===== src/rtl/score_display_scanner_pkg.sv =====
// score_disp_pkg: shared constants, types and helpers for the score display scanner.
package score_disp_pkg;

  // Nibble value that drives a blank digit on the downstream 7-segment decoder.
  localparam logic [3:0] BCD_BLANK = 4'hF;

  typedef logic [3:0] bcd_t;

  // Index width for a count of n items; never narrower than one bit.
  function automatic int unsigned team_idx_w(input int unsigned n);
    return (n <= 2) ? 1 : $clog2(n);
  endfunction

endpackage


===== src/rtl/score_display_scanner_digit_scan_counter.sv =====
// digit_scan_counter: prescaler plus digit index for the display scan.
// Emits the current digit index, a prescaler-wrap strobe and a frame-boundary strobe.
module digit_scan_counter
  import score_disp_pkg::*;
#(
  parameter int unsigned DIGITS   = 2,
  parameter int unsigned SCAN_DIV = 4,
  localparam int unsigned IW = team_idx_w(DIGITS)
) (
  input  logic          i_clk,
  input  logic          i_rst,
  output logic [IW-1:0] o_digit_idx,
  output logic          o_wrap,
  output logic          o_frame
);

  localparam int unsigned PW = team_idx_w(SCAN_DIV);

  logic          r_run;
  logic [PW-1:0] r_pres;
  logic [IW-1:0] r_idx;
  logic          w_wrap;
  logic          w_last;

  // The prescaler holds for the first edge out of reset so that the first
  // displayed digit, like every later one, is held a full SCAN_DIV cycles.
  always_comb begin
    w_wrap = r_run && (r_pres == PW'(SCAN_DIV - 1));
    w_last = (r_idx == IW'(DIGITS - 1));
  end

  assign o_digit_idx = r_idx;
  assign o_wrap      = w_wrap;
  assign o_frame     = w_wrap && w_last;

  // Prescaler and digit index advance.
  always_ff @(posedge i_clk) begin
    if (i_rst) begin
      r_run  <= 1'b0;
      r_pres <= '0;
      r_idx  <= '0;
    end else begin
      r_run <= 1'b1;
      if (r_run) begin
        r_pres <= w_wrap ? '0 : r_pres + 1'b1;
      end
      if (w_wrap) begin
        r_idx <= w_last ? '0 : r_idx + 1'b1;
      end
    end
  end

endmodule


===== src/rtl/score_display_scanner.sv =====
// score_display_scanner: per-team BCD score storage scanned one digit at a
// time onto a shared nibble bus with an active-low one-hot digit enable.
// Optional feature macro: SCORE_AUTO_ROTATE_EN (auto team rotation every
// ROTATE_FRAMES frames; sel_team ignored). Default build is manual select.
module score_display_scanner
  import score_disp_pkg::*;
#(
  parameter int unsigned TEAMS         = 2,
  parameter int unsigned DIGITS        = 2,
  parameter int unsigned SCAN_DIV      = 4,
  parameter int unsigned ROTATE_FRAMES = 8,
  localparam int unsigned TW = team_idx_w(TEAMS),
  localparam int unsigned IW = team_idx_w(DIGITS)
) (
  input  logic                  clk,
  input  logic                  rst,
  input  logic [TW-1:0]         sel_team,
  input  logic                  load,
  input  logic [TW-1:0]         load_team,
  input  logic [4*DIGITS-1:0]   load_value,
  output logic [3:0]            digit_code,
  output logic [DIGITS-1:0]     digit_en,
  output logic [TW-1:0]         team_out,
  output logic                  frame_done
);

  if (TEAMS < 2 || DIGITS < 1 || SCAN_DIV < 1 || ROTATE_FRAMES < 1) begin : g_param_check
    $error("score_display_scanner: illegal parameter value");
  end

  logic [4*DIGITS-1:0] r_score [TEAMS];
  logic [TW-1:0]       r_team;
  bcd_t                r_code;
  logic [DIGITS-1:0]   r_en;
  logic                r_frame_done;

  logic [IW-1:0]       w_idx;
  logic [IW-1:0]       w_idx_nxt;
  logic                w_wrap;
  logic                w_frame;
  logic [TW-1:0]       w_team_nxt;
  logic                w_load_ok;
  logic [4*DIGITS-1:0] w_disp_score;
  bcd_t                w_code_nxt;
  logic [DIGITS-1:0]   w_en_nxt;

  digit_scan_counter #(
    .DIGITS   (DIGITS),
    .SCAN_DIV (SCAN_DIV)
  ) u_scan (
    .i_clk       (clk),
    .i_rst       (rst),
    .o_digit_idx (w_idx),
    .o_wrap      (w_wrap),
    .o_frame     (w_frame)
  );

  // Digit index after this edge; outputs are registered from next state.
  always_comb begin
    w_idx_nxt = w_idx;
    if (w_wrap) begin
      w_idx_nxt = (w_idx == IW'(DIGITS - 1)) ? '0 : w_idx + 1'b1;
    end
  end

`ifdef SCORE_AUTO_ROTATE_EN
  localparam int unsigned FW = team_idx_w(ROTATE_FRAMES);

  logic [FW-1:0] r_fcnt;
  logic          w_rot;
  logic          w_unused_sel;

  assign w_unused_sel = ^sel_team;

  // Team advances when the frame counter wraps on a frame boundary.
  always_comb begin
    w_rot      = w_frame && (r_fcnt == FW'(ROTATE_FRAMES - 1));
    w_team_nxt = r_team;
    if (w_rot) begin
      w_team_nxt = (r_team == TW'(TEAMS - 1)) ? '0 : r_team + 1'b1;
    end
  end

  // Frame counter, stepped once per frame boundary.
  always_ff @(posedge clk) begin
    if (rst) begin
      r_fcnt <= '0;
    end else if (w_frame) begin
      r_fcnt <= w_rot ? '0 : r_fcnt + 1'b1;
    end
  end
`else
  // Manual select takes effect only at a frame boundary and only if in range.
  always_comb begin
    w_team_nxt = r_team;
    if (w_frame && (32'(sel_team) < TEAMS)) begin
      w_team_nxt = sel_team;
    end
  end
`endif

  // Bypass a same-edge write so a load shows on the display one cycle later.
  always_comb begin
    w_load_ok    = load && (32'(load_team) < TEAMS);
    w_disp_score = r_score[w_team_nxt];
    if (w_load_ok && (load_team == w_team_nxt)) begin
      w_disp_score = load_value;
    end
    w_code_nxt = w_disp_score[4*w_idx_nxt +: 4];
    w_en_nxt   = '1;
    w_en_nxt[w_idx_nxt] = 1'b0;
  end

  // Score register file; out-of-range writes are dropped.
  always_ff @(posedge clk) begin
    if (rst) begin
      for (int unsigned t = 0; t < TEAMS; t++) begin
        r_score[t] <= '0;
      end
    end else if (w_load_ok) begin
      r_score[load_team] <= load_value;
    end
  end

  // Displayed team and registered display outputs.
  always_ff @(posedge clk) begin
    if (rst) begin
      r_team       <= '0;
      r_code       <= BCD_BLANK;
      r_en         <= '1;
      r_frame_done <= 1'b0;
    end else begin
      r_team       <= w_team_nxt;
      r_code       <= w_code_nxt;
      r_en         <= w_en_nxt;
      r_frame_done <= w_frame;
    end
  end

  assign digit_code = r_code;
  assign digit_en   = r_en;
  assign team_out   = r_team;
  assign frame_done = r_frame_done;

endmodule


===== config.mk =====
export PLATFORM = sky130hd
export DESIGN_NAME = score_display_scanner
export DESIGN_NICKNAME = d
export VERILOG_FILES = /design/src/rtl/score_display_scanner_pkg.sv /design/src/rtl/score_display_scanner_digit_scan_counter.sv /design/src/rtl/score_display_scanner.sv
export SDC_FILE = /design/constraint.sdc
export NUM_CORES = 1
export LEC_CHECK = 0
export ABC_AREA = 1
export BUFFER_PORTS_ARGS = -buffer_cell sky130_fd_sc_hd__buf_2
export CAP_MARGIN = 20
export CORE_MARGIN = 2
export CORE_UTILIZATION = 51
export CTS_CLUSTER_SIZE = 40
export DETAILED_ROUTE_END_ITERATION = 12
export GPL_TIMING_DRIVEN = 0
export HOLD_SLACK_MARGIN = 0.12
export PLACE_DENSITY_LB_ADDON = 0.15
export SYNTH_ARGS = -nofsm -noshare
export SYNTH_HDL_FRONTEND = slang
export SYNTH_SLANG_ARGS = --single-unit

===== constraint.sdc =====
create_clock -name clk -period 1.9 [get_ports clk]
set_input_delay 0.38 -clock clk [delete_from_list [all_inputs] [get_ports clk]]
set_output_delay 0.38 -clock clk [all_outputs]
set_load 0.02 [all_outputs]

==> flow_metrics.py, run 1 <==
metrics = {
    "outcome": {
        "outcome": "complete, no violations",
    },
    "worst_setup_path": {
        "cp_max_fanout": 10,
        "cp_num_buf_inv": 3,
        "worstRegToRegCells": 11,
        "crit_path_cell_trace": "ha_1, nand2_1, inv_1, ha_1, inv_1, nor2_4, nand2_1, nand2_1, inv_1, nand4_1, nand2_1",
        "crit_type": "reg2reg",
        "slowest_stage_cell_crit_path": "sky130_fd_sc_hd__dfxtp_1",
        "timing.critical_path.from_type": "flip-flop",
        "critical-path-top-cell-by-count": "sky130_fd_sc_hd__nand2_1",
        "critical_path_arrival_ns": 1.93,
        "worst_path_largest_cell_delay_ns": 0.35,
        "setup.worst_path.end_class": "flip-flop",
        "endpoint_required_time_on_the_critical_path_ns": 2.14,
        "worst_path_dominant_cell_family": "simple AND/OR/NAND/NOR gates",
        "r2r_slack_ns": 0.20,
        "r2r_start": "u_scan.r_pres[0]",
        "rr_endpoint": "digit_code[3]",
    },
    "clocking": {
        "cts_buffers": 3,
        "post_cts_resized": 0,
        "clock_sink_count": 28,
        "clk_root_buffer_cell": "sky130_fd_sc_hd__clkbuf_4",
        "worst_skew_pair.late_latency_ns": 0.33,
        "cts-root-to-sink-buffers": 2,
        "cts_setup_buffers": 0,
        "tritoncts": "built",
        "cts_hold_buffers": 0,
        "cts_htree_levels": 1,
        "clk_transition_reported_paths_ns": 0.15,
    },
    "timing": {
        "timing.slew.headroom": 0.727,
        "max_slew.worst_pin.slew_ns": 0.408,
        "final.period_utilization": 0.893,
        "fmaxAchievable_mhz": 589,
        "post_route_minimum_period_ns": 1.70,
        "rsz0062_at_grt": "false",
        "slew_violations": 0,
        "worst_hold_slack_ns": 0.270,
        "finalHoldViolations": 0,
        "fin_setup_tns_ns": 0,
        "setup-violations-final": 0,
        "clock-skew-final_ns": 0.00444,
    },
    "layout": {
        "final_common_cell": "sky130_fd_sc_hd__nand3_1",
        "layout_filler_cell_count": 227,
        "flow.area_growth_from_synthesis_pct": 14.0,
        "layout_cell_share_with_drive_strength_beyond_1": 0.225,
        "antennaDiodeCount": 0,
        "design.final.nets": 176,
        "mostFrequentLayoutCells": "sky130_fd_sc_hd__nand3_1 (28), sky130_fd_sc_hd__inv_1 (20), sky130_fd_sc_hd__nand2_1 (19), sky130_fd_sc_hd__buf_2 (18), sky130_fd_sc_hd__nor2_1 (17)",
    },
    "synth": {
        "synthCells": 138,
        "syn_nets": 153,
        "synth_seq_cells": 28,
        "post_synth_instance_area_mm2": 0.00129,
        "synth_cell_types": 20,
        "seq_area_frac_synth": 0.560,
        "average_instance_area_after_synthesis_um2": 9.33,
        "ys.warnings.count": 0,
    },
    "detailed_routing": {
        "post_drt_via_cell_ratio": 5.28,
        "met2_length_um": 1280,
        "ant_nets": 0,
        "post-route-drc-count": 0,
        "drt-pass1-iter-count": 4,
        "num_vias": 1004,
        "drt-initial-drc-count": 28,
        "wl_met3_um": 142,
        "top_signal_layer_used": "met4",
        "wl_per_instance_um": 13.5,
        "detail_route.wirelength.met1_um": 1100,
        "drt_wl_total_um": 2560,
    },
    "pwr": {
        "power_density_mw_per_mm2": 842,
        "vdd.ir_drop.worst_v": 0.000555,
        "power_leakage_uw": 0.000665,
    },
    "grt": {
        "number_of_antenna_violations_at_the_first_check_in_global_routing": 0,
        "grt_overflow_total": 0,
        "grt_start_max_net_pins": 17,
        "gr-usage-all-layers": 0.206,
        "grt_pass1_vias": 946,
        "wire_length_of_the_first_global_routing_pass_um": 4280,
    },
    "placed_design": {
        "detailedPlacementHpwl_um": 1850,
        "port_buffers": 18,
        "finalWeightedCongestion": 0.853,
    },
    "floorplan": {
        "starting_utilization_of_the_core_area": 0.529,
        "die_height_um": 54.2,
        "placement_rows": 18,
        "core-area_mm2": 0.00243,
        "fp.dieArea_mm2": 0.00294,
        "boundaryPins": 21,
        "dieWidth_um": 54.2,
    },
    "run": {
        "max_cap_viol_count": 0,
    },
    "hold_path": {
        "hold_class": "in2reg",
        "holdPathEnd": "team_out",
        "min-delay-start": "rst",
        "hold_path_cell_cnt": 2,
    },
}
[state kept, by name, summed over array words and instances (netlist names)]
register and count:
team_out 1, u_scan.o_digit_idx 1, u_scan.r_run 1, digit_en 2, u_scan.r_pres 2, r_score 16, frame_done 1, digit_code 4
[logic make-up (layout without fill, tap and decap cells)]
logic type / after synthesis / count (layout) / share of synthesized area
and+or+nand+nor: 80 / 80 / 0.327
adders and majority gates: 2 / 2 / 0.0194
buffers and inverters: 24 / 46 / 0.0758
DFF: 28 / 28 / 0.560
xor gates and xnor gates: 1 / 1 / 0.00680
AOI/OAI and AO/OA: 3 / 3 / 0.0117
[cells in the mapped netlist (all sizes together)]
cell | instances | area share
nand3 | 33 | 0.15
nand2 | 23 | 0.083
inv | 21 | 0.061
nor2 | 19 | 0.067
edfxtp | 16 | 0.37
dfxtp | 12 | 0.19
nand4 | 4 | 0.019
a21oi | 2 | 0.0078
buf | 2 | 0.012
ha | 2 | 0.019
clkinv | 1 | 0.0029
nor3 | 1 | 0.0039
o21ai | 1 | 0.0039
xnor2 | 1 | 0.0068
[layout make-up]
| cell class | count | area [um^2] | share of cell area |
|---|---|---|---|
| plain buffers | 2 | 15.0 | 0.0102 |
| clock buffers | 3 | 22.5 | 0.0153 |
| clock inverters | 1 | 30.0 | 0.0205 |
| inverters | 22 | 82.6 | 0.0563 |
| multi-input cells | 86 | 469 | 0.320 |
| flip-flops and latches | 28 | 721 | 0.491 |
| well taps | 30 | 37.5 | 0.0256 |
| repair buffers | 18 | 90.1 | 0.0614 |
[routing by layer]
layer,vias up,global-route usage
met5,-,0
met4,0,0.0750
met3,5,0.0246
met2,38,0.359
met1,461,0.262
li1,500,-
[worst max-delay path by stage]
stage | startpoint | to | slack, ns | depth (start not counted)
global placement | u_scan.r_pres[0] | digit_code[3] | 0.25 | 11
detailed placement | u_scan.r_pres[0] | digit_code[3] | 0.22 | 11
global route | u_scan.r_pres[0] | digit_code[3] | 0.05 | 11
finish | u_scan.r_pres[0] | digit_code[3] | 0.20 | 11
floorplan | u_scan.r_pres[0] | digit_code[3] | 0.42 | 11
CTS | u_scan.r_pres[0] | digit_code[3] | 0.19 | 11
[metrics by stage]
| stage | setup slack, ns | cell area (um^2) | util | power (uW) | instances |
|---|---|---|---|---|---|
| after floorplan | 0.415 | 1290 | - | 810 | 138 |
| after global placement | 0.246 | 1420 | 0.582 | 854 | 186 |
| after detailed placement | 0.223 | 1420 | 0.582 | 858 | 186 |
| after CTS | 0.191 | 1470 | 0.603 | 1240 | 190 |
| after global routing | 0.0531 | 1470 | 0.603 | 1290 | 190 |
| final | 0.203 | 1470 | 0.603 | 1240 | 190 |
[report_power, final]
part           switching, uW  leakage (uW)  internal [uW]  total (uW)
registers               13.8      0.000257            688         702
clock network            179     0.0000279            213         392
logic                   91.6      0.000380           50.0         142
total                    284      0.000665            951        1240
No activity file was read; power rests on OpenSTA's default activity.
==> inputs of run 2 (changes only) <==
ABC_AREA = 0   (was 1)
clock period = 2 ns   (was 1.9 ns; I/O delays follow)
==> flow_metrics.py, run 2 <==
metrics = {
    "layout": {
        "layout_cell_share_with_drive_strength_beyond_1": 0.429,
        "layout_filler_cell_count": 163,
        "register_name_with_the_most_flops": "r_score",
        "largest_register_ffs": 16,
        "design.final.nets": 163,
        "flow.area_growth_from_synthesis_pct": 40.0,
        "final_core_utilization": 0.744,
        "final_common_cell": "sky130_fd_sc_hd__buf_2",
        "antennaDiodeCount": 0,
        "mostFrequentLayoutCells": "sky130_fd_sc_hd__buf_2 (20), sky130_fd_sc_hd__and2_1 (16), sky130_fd_sc_hd__edfxtp_1 (16), sky130_fd_sc_hd__dfxtp_1 (10), sky130_fd_sc_hd__nor3_1 (9)",
    },
    "worst_setup_path": {
        "crit_type": "reg2reg",
        "timing.critical_path.from_type": "flip-flop",
        "endpoint_required_time_on_the_critical_path_ns": 2.25,
        "critical_path_arrival_ns": 2.30,
        "cp_max_fanout": 7,
        "setup.worst_path.end_class": "flip-flop",
    },
    "clocking": {
        "clock_sink_count": 28,
        "cts_htree_levels": 1,
        "clk_transition_reported_paths_ns": 0.15,
        "cts_hold_buffers": 0,
        "worst_skew_pair.late_latency_ns": 0.34,
        "cts-root-to-sink-buffers": 2,
        "clk_root_buffer_cell": "sky130_fd_sc_hd__clkbuf_4",
        "cts_buffers": 3,
        "tritoncts": "built",
    },
    "outcome": {
        "violations": "setup timing",
        "outcome": "finished, violations left",
    },
    "synth": {
        "yosys.area.top_type": "sky130_fd_sc_hd__edfxtp_1",
        "post_synth_instance_area_mm2": 0.00131,
        "post_synth_most_frequent_cells": "sky130_fd_sc_hd__and2_1 (17), sky130_fd_sc_hd__nor3_1 (17), sky130_fd_sc_hd__edfxtp_1 (16)",
        "synthArstFlopShare": 0,
        "synth_seq_cells": 28,
        "synth_flop_cell": "sky130_fd_sc_hd__edfxtp_1",
        "yosysTopAreaCellShare": 0.368,
        "syn_nets": 131,
        "synth_cell_types": 21,
        "synthCells": 116,
        "synth_top_cells_by_area": "sky130_fd_sc_hd__edfxtp_1 (37%), sky130_fd_sc_hd__dfxtp_1 (18%), sky130_fd_sc_hd__and2_1 (8.1%)",
        "ys.warnings.count": 0,
        "seq_area_frac_synth": 0.552,
        "synth_edf_count": 16,
        "average_instance_area_after_synthesis_um2": 11.3,
    },
    "pwr": {
        "power_density_mw_per_mm2": 609,
        "netSwitchingPower_uw": 299,
        "power.share.combinational": 0.172,
        "clock_power_share": 0.222,
        "p_seq_frac": 0.605,
        "vdd.ir_drop.worst_v": 0.000557,
        "internal_power_uw": 812,
        "power.share.switching": 0.269,
        "power_leakage_uw": 0.000660,
    },
    "timing": {
        "max_slew.worst_pin.slew_ns": 0.587,
        "post_route_minimum_period_ns": 2.05,
        "rsz0062_at_grt": "true",
        "fin_setup_tns_ns": -0.0809,
        "fmaxAchievable_mhz": 489,
        "setup-violations-final": 2,
        "slew_violations": 0,
        "clock-skew-final_ns": 0.00926,
        "final.period_utilization": 1.02,
        "worst_hold_slack_ns": 0.351,
        "finalHoldViolations": 0,
        "fin_ws_ns": -0.0464,
        "timing.slew.headroom": 0.601,
    },
    "detailed_routing": {
        "ant_nets": 0,
        "drt_wl_total_um": 2950,
        "post_drt_via_cell_ratio": 5.79,
        "num_vias": 1024,
        "drt-initial-drc-count": 12,
        "drt-pass1-iter-count": 4,
        "wl_per_instance_um": 16.6,
        "post-route-drc-count": 0,
    },
    "floorplan": {
        "die_height_um": 54.6,
        "core-area_mm2": 0.00245,
        "placement_rows": 18,
        "dieWidth_um": 54.6,
        "starting_utilization_of_the_core_area": 0.532,
        "boundaryPins": 21,
        "fp.dieArea_mm2": 0.00298,
    },
    "grt": {
        "grt_pass1_vias": 1034,
        "wire_length_of_the_first_global_routing_pass_um": 4640,
        "grt_overflow_total": 0,
        "number_of_antenna_violations_at_the_first_check_in_global_routing": 0,
        "grt_start_max_net_pins": 16,
        "gr-usage-all-layers": 0.224,
    },
    "placed_design": {
        "finalWeightedCongestion": 0.879,
        "port_buffers": 20,
        "place_ws_ns": -0.553,
        "detailedPlacementHpwl_um": 1880,
    },
    "run": {
        "max_cap_viol_count": 0,
    },
    "hold_path": {
        "hold_class": "in2reg",
    },
}
run 2: repair_timing:
action / 4_1_cts / 5_1_grt
cloned: 1 / 0
setup endpoints to repair: 12 / 12
pin swaps: 16 / 7
setup buffers: 4 / 2
hold endpoints to repair: 0 / 0
resized for setup: 18 / 5
run 2: power by group through the flow:
stage          registers [uW]  logic, uW  clock network [uW]
4_1_cts                   672        186                 246
3_5_place_dp              681        162                   0
6_report                  673        191                 247
5_1_grt                   677        208                 265
2_1_floorplan             692       97.1                   0
3_3_place_gp              679        158                   0
run 2: worst max-delay path, stage by stage (launching register included):
cell and delay (ns):
sky130_fd_sc_hd__dfxtp_2 0.36, sky130_fd_sc_hd__ha_4 0.16, sky130_fd_sc_hd__and2_4 0.16, sky130_fd_sc_hd__ha_4 0.17, sky130_fd_sc_hd__mux2_4 0.39, sky130_fd_sc_hd__a2111oi_4 0.33
sky130_fd_sc_hd__nor3_1 0.09, sky130_fd_sc_hd__a311o_1 0.29
run 2: area by class of cell:
| class | instances | area [um^2] | area share |
|---|---|---|---|
| Buffer | 6 | 45.0 | 0.0247 |
| Clock buffer | 3 | 22.5 | 0.0123 |
| Clock inverter | 1 | 3.75 | 0.00205 |
| Inverter | 3 | 11.3 | 0.00616 |
| Multi-Input combinational cell | 79 | 795 | 0.435 |
| Sequential cell | 28 | 723 | 0.396 |
| Tap cell | 30 | 37.5 | 0.0205 |
| Timing Repair Buffer | 27 | 189 | 0.103 |
run 2: path summary, 6_finish.rpt:
kind / from / end / slack [ns] / cells after the start
setup / recovery: u_scan.r_pres[1] / digit_code[3] / -0.05 / 7
hold / removal: load_value[2] / r_score[0][2] / 0.35 / 2
setup reg to reg: u_scan.r_pres[1] / digit_code[3] / -0.05 / 7
hold reg to reg: u_scan.r_pres[1] / u_scan.r_pres[1] / 0.55 / 2
run 2: logic make-up after synthesis:
group	synth area share
AO/OA/AOI/OAI	0.0959
adder cells (fa/ha/maj)	0.0192
multiplexers	0.0614
flip-flops	0.552
buffers and inverters	0.0268
AND/OR/NAND/NOR	0.244
run 2: routing by layer:
metal / part of all wire / vias to the layer above / track usage
li1: - / 486 / -
met1: 0.43 / 506 / 0.276
met2: 0.51 / 25 / 0.371
met3: 0.036 / 7 / 0.0273
met4: 0.025 / 0 / 0.133
met5: 0 / - / 0
run 2: metrics by stage:
| step | total power [uW] | instance area [um^2] | instances |
|---|---|---|---|
| 4_1_cts | 1100 | 1780 | 175 |
| 2_1_floorplan | 790 | 1450 | 116 |
| 6_report | 1110 | 1830 | 177 |
| 3_3_place_gp | 837 | 1590 | 166 |
| 5_1_grt | 1150 | 1830 | 177 |
| 3_5_place_dp | 843 | 1590 | 166 |
